`config.mk`:
```
export PLATFORM = sky130hd
export DESIGN_NAME = hazard_ctrl
export DESIGN_NICKNAME = d
export VERILOG_FILES = /design/src/rtl/hazard_ctrl.sv
export SDC_FILE = /design/constraint.sdc
export NUM_CORES = 1
export LEC_CHECK = 0
export ABC_CLOCK_PERIOD_IN_PS = 3000
export CORE_MARGIN = 2
export CORE_UTILIZATION = 36
export DETAILED_ROUTE_END_ITERATION = 16
export GPL_TIMING_DRIVEN = 0
export PLACE_DENSITY = 0.81
export SETUP_SLACK_MARGIN = 0.4
export SKIP_CTS_REPAIR_TIMING = 1
export SYNTH_ARGS = -nofsm -noshare
export SYNTH_HDL_FRONTEND = slang
export SYNTH_SLANG_ARGS = --single-unit
```
`constraint.sdc`:
```
create_clock -name clk -period 3 [get_ports clk]
set_input_delay 0.6 -clock clk [delete_from_list [all_inputs] [get_ports clk]]
set_output_delay 0.6 -clock clk [all_outputs]
set_load 0.01 [all_outputs]
```
`src/rtl/hazard_ctrl.sv`:
```
// hazard_ctrl: 5-stage pipeline sequencer for stalls, flushes, divide freeze and syscall halt; HAZARD_PERF_EN enables the stall counter
module hazard_ctrl #(
  parameter int DIV_CYCLES = 32,
  parameter int CNT_BITS = 6,
  parameter int REG_BITS = 5
) (
  input  logic                clk,
  input  logic                rst_n,
  input  logic [REG_BITS-1:0] id_rs,
  input  logic [REG_BITS-1:0] id_rt,
  input  logic                id_uses_rs,
  input  logic                id_uses_rt,
  input  logic [REG_BITS-1:0] ex_rw,
  input  logic                ex_regwrite,
  input  logic                ex_memtoreg,
  input  logic                ex_branch_taken,
  input  logic                ex_div,
  input  logic                halt_req,
  input  logic                resume,
  output logic                pc_en,
  output logic                ifid_en,
  output logic                idex_en,
  output logic                exmem_en,
  output logic                memwb_en,
  output logic                ifid_zero,
  output logic                idex_zero,
  output logic                exmem_zero,
  output logic                memwb_zero,
  output logic                halted,
  output logic                div_busy,
  output logic [31:0]         perf_stall_cnt
);
  typedef enum logic [1:0] {RUN, DIV_WAIT, HALT} state_t;
  state_t r_state, w_nxt, w_mode;
  logic [CNT_BITS-1:0] r_cnt, w_cnt_nxt;
  logic r_ret, w_ret_nxt, w_halt, w_hz, w_halted, w_busy;
  logic [4:0] w_en;
  logic [3:0] w_zr;
  assign w_hz = ex_memtoreg && ex_regwrite && ex_rw != '0 &&
                ((id_uses_rs && id_rs == ex_rw) || (id_uses_rt && id_rt == ex_rw));
  always_ff @(posedge clk or negedge rst_n)
    if (!rst_n) begin
      r_state <= RUN;
      r_cnt <= '0;
      r_ret <= 1'b0;
    end else begin
      r_state <= w_nxt;
      r_cnt <= w_cnt_nxt;
      r_ret <= w_ret_nxt;
    end
  // A resumed HALT behaves exactly like the state it interrupted, minus the halt request
  always_comb begin
    w_en = '1;
    w_zr = '0;
    w_halted = 1'b0;
    w_nxt = r_state;
    w_cnt_nxt = r_cnt;
    w_ret_nxt = r_ret;
    w_mode = r_state;
    w_halt = halt_req;
    if (r_state == HALT) begin
      w_mode = resume ? (r_ret ? DIV_WAIT : RUN) : HALT;
      w_halt = 1'b0;
    end
    w_busy = w_mode == DIV_WAIT;
    if (w_mode == HALT) begin
      w_en = '0;
      w_halted = 1'b1;
    end else if (w_halt) begin
      w_en = '0;
      w_nxt = HALT;
      w_ret_nxt = w_mode == DIV_WAIT;
    end else if ((w_mode == RUN && ex_div) || (w_mode == DIV_WAIT && r_cnt != '0)) begin
      w_en = 5'b00011;
      w_zr = 4'b0010;
      w_nxt = DIV_WAIT;
      w_cnt_nxt = w_mode == RUN ? CNT_BITS'(DIV_CYCLES - 1) : r_cnt - CNT_BITS'(1);
    end else begin
      w_nxt = RUN;
      if (ex_branch_taken) w_zr = 4'b1100;
      else if (w_hz) begin
        w_en = 5'b00111;
        w_zr = 4'b0100;
      end
    end
    if (!rst_n) begin
      w_en = '0;
      w_zr = '1;
      w_halted = 1'b0;
      w_busy = 1'b0;
    end
  end
  assign {pc_en, ifid_en, idex_en, exmem_en, memwb_en} = w_en;
  assign {ifid_zero, idex_zero, exmem_zero, memwb_zero} = w_zr;
  assign halted = w_halted;
  assign div_busy = w_busy;
`ifdef HAZARD_PERF_EN
  logic [31:0] r_perf;
  always_ff @(posedge clk or negedge rst_n)
    if (!rst_n) r_perf <= '0;
    else if (!w_en[4]) r_perf <= r_perf + 32'd1;
  assign perf_stall_cnt = r_perf;
`else
  assign perf_stall_cnt = '0;
`endif
endmodule

```
==> run metrics <==
initial core utilization=37.0%; Avg Synthesized Cell Area=9.04 sq um; Synth Instances=111; Setup-failing EPs final=0; RSZ-0062 raised after global routing=true; Residual DRC=0; Vias/cell=4.53; part of the power in the clock network=10.2%; Clk pin slew, worst setup/hold paths=0.06 ns; number of synthesized register bits=9; reg2reg path depth=7; pwr dens=559 nW/um^2; Post-synth ARST share=100%; CP max FO=5; io pins=68; antenna viol nets, final=0; Crit-path slowest cell=dfrtp_1; Tmin final=2.93 ns; RR Endpoint=r_cnt[2]$_DFFE_PN0P_; P_sw=404 uW; Int Pwr=530 uW; Global Route Usage Sum=13.6%; fill count=243; CTS Buf Count=3; Die Height=56.8 um; total of warnings raised by yosys=0; final slew viol count=0; Ant. Diodes=0; wire per inst=12.1 um; Worst Hold Class=in2async; DP HPWL=1920 um; main area contributors after synthesis=buf_4 25%, dfrtp_1 22%, xor2_1 7.0%; Leak Pwr=0.000873 uW; Clock Latency Late Sink=0.27 ns; Setup Skew=0.00478 ns; initial drt markers=14; initial antenna violation count=0; outcome=complete, no violations; H-tree depth=1; crit path kind=reg2out; pin count of the biggest net entering global routing=13; crit path buf inv count=3; Non-Filler Instances=222; Max Fclk=0.342 GHz; dpl cells=208; Total Routed Length=2690 um; GPL Wtd Cong=0.783; share of layout cells above drive strength 1=41.4%; Critical Path AT=2.33 ns; Die ar.=3230 sq um; Switching Fraction=43.2%; vias=1005; CP delay by family, top=compound AO/OA/AOI/OAI gates; Synth top area share=25.4%; synthesized area=1000 sq um; Main synth FF type=dfrtp_1; CTS max path bufs=2; clk sinks=9; sequential fraction of the synthesis area=22.4%; drt pass-1 iters=4; RR Startpoint=r_cnt[1]$_DFFE_PN0P_; standard-cell row count=19; Worst IR Drop VDD=607 uV; Syn-to-layout area delta=66.6%; # nets final=218; core area=2710 sq um; Yosys cell types=41; vias in the first global route=844; gr ovfl total=0; first-pass GRT wire length=3510 um; WP data required=2.40 ns; TNS Setup=0 ns; Die Span X=56.8 um; Critical Path End Type=output port; r2r setup slk=0.97 ns; Max-Cap Viols=0; Yosys top cell by area=buf_4; CP Launch Type=flip-flop; port bufs=35; max incr delay on CP=0.41 ns; Post-synth EDFFs=0; Final period util=97.6%; CTS tree=built; CTS root buf=clkbuf_4; crit-path cells=inv_2 > ha_4 > or3b_4 > o32ai_4 > buf_6 > nand2_4 > o41ai_2 > buf_2; Fin. Hold Viols=0; part of the power in registers=24.3%; logic gate share of total power=65.5%
==> state kept, by name (all words and copies together) (netlist names) <==
| name | cells |
|---|---|
| r_cnt | 6 |
| r_state | 2 |
| r_ret | 1 |
==> cell families (layout without fill, tap and decap cells) <==
kind of cell | after synthesis | after routing | synth area share (%)
simple gates | 20 | 20 | 13.5
buf+inv | 41 | 90 | 28.1
xor+xnor | 10 | 10 | 8.73
other cells | 1 | 32 | 0.374
flops | 9 | 9 | 22.4
fa+ha+maj | 1 | 1 | 1.25
compound gates | 29 | 29 | 25.7
==> how the worst max path moves through the flow <==
stage                    startpoint        end  slack [ns]  cells past startpoint
2_1_floorplan  r_cnt[0]$_DFFE_PN0P_      pc_en        0.51                      7
3_5_place_dp               ex_rw[1]      pc_en       -0.33                      7
6_report       r_cnt[1]$_DFFE_PN0P_  idex_zero        0.07                      8
5_1_grt        r_cnt[1]$_DFFE_PN0P_    idex_en       -0.02                      8
3_3_place_gp               ex_rw[1]      pc_en       -0.30                      6
4_1_cts        r_cnt[0]$_DFFE_PN0P_      pc_en       -0.39                      8
==> through the flow <==
stage	worst slack, ns	area, sq um	power, uW	hold slack (ns)	utilization, %
floorplan	0.515	1120	542	0.304	-
global placement	-0.302	1510	699	0.492	55.7
detailed placement	-0.325	1510	714	0.504	55.7
CTS	-0.390	1540	811	0.519	56.7
global route	-0.0213	1670	993	0.205	61.7
finish	0.0718	1670	934	0.203	61.7
==> per-layer routing <==
metal | track usage (%) | share of wire, % | vias to the layer above | wire length, um
met4 | 3.99 | 2.0 | 0 | 53
met5 | 0 | 0 | - | 0
li1 | - | - | 495 | -
met3 | 4.38 | 6.6 | 6 | 178
met1 | 14.9 | 35 | 460 | 935
met2 | 24.9 | 57 | 44 | 1520
==> cells in the final DEF (no fill, tap or decap), types with 2 or more instances in the layout <==
master | netlist | final
a21oi_1 | 6 | 5
a21oi_2 | 1 | 2
a22o_1 | 3 | 3
buf_2 | 0 | 4
buf_4 | 34 | 43
clkbuf_2 | 0 | 2
clkbuf_4 | 0 | 3
clkdlybuf4s50_1 | 0 | 22
conb_1 | 1 | 32
dfrtp_1 | 9 | 8
dlymetal6s2s_1 | 0 | 7
inv_1 | 6 | 4
inv_2 | 1 | 3
nand4_1 | 2 | 2
nor3_1 | 3 | 3
nor4_2 | 0 | 2
o21a_1 | 3 | 3
or4_1 | 2 | 2
xnor2_1 | 2 | 2
xor2_1 | 8 | 8
==> layout make-up <==
class	instances	area [sq um]	area share [%]
inverters	7	26.3	1.57
multi-input cells	92	681	40.7
plain buffers	34	255	15.3
clock inverters	1	5.00	0.299
well taps	31	38.8	2.32
repair buffers	45	417	24.9
clock buffers	3	22.5	1.35
flip-flops and latches	9	226	13.5
==> power by group through the flow <==
stage / sequential, uW / combinational [uW] / clock (uW)
finish: 227 / 612 / 95.2
global route: 232 / 657 / 104
CTS: 216 / 497 / 97.7
detailed placement: 218 / 495 / 0
global placement: 214 / 485 / 0
floorplan: 206 / 336 / 0
==> Yosys cell counts (2+ instances only) <==
| cell | n |
|---|---|
| a21oi_1 | 6 |
| a22o_1 | 3 |
| a41oi_1 | 2 |
| buf_4 | 34 |
| dfrtp_1 | 9 |
| inv_1 | 6 |
| nand2b_1 | 2 |
| nand4_1 | 2 |
| nor3_1 | 3 |
| nor4_1 | 2 |
| o21a_1 | 3 |
| or4_1 | 2 |
| xnor2_1 | 2 |
| xor2_1 | 8 |
Note: power is estimated with default switching activity, not from simulation.
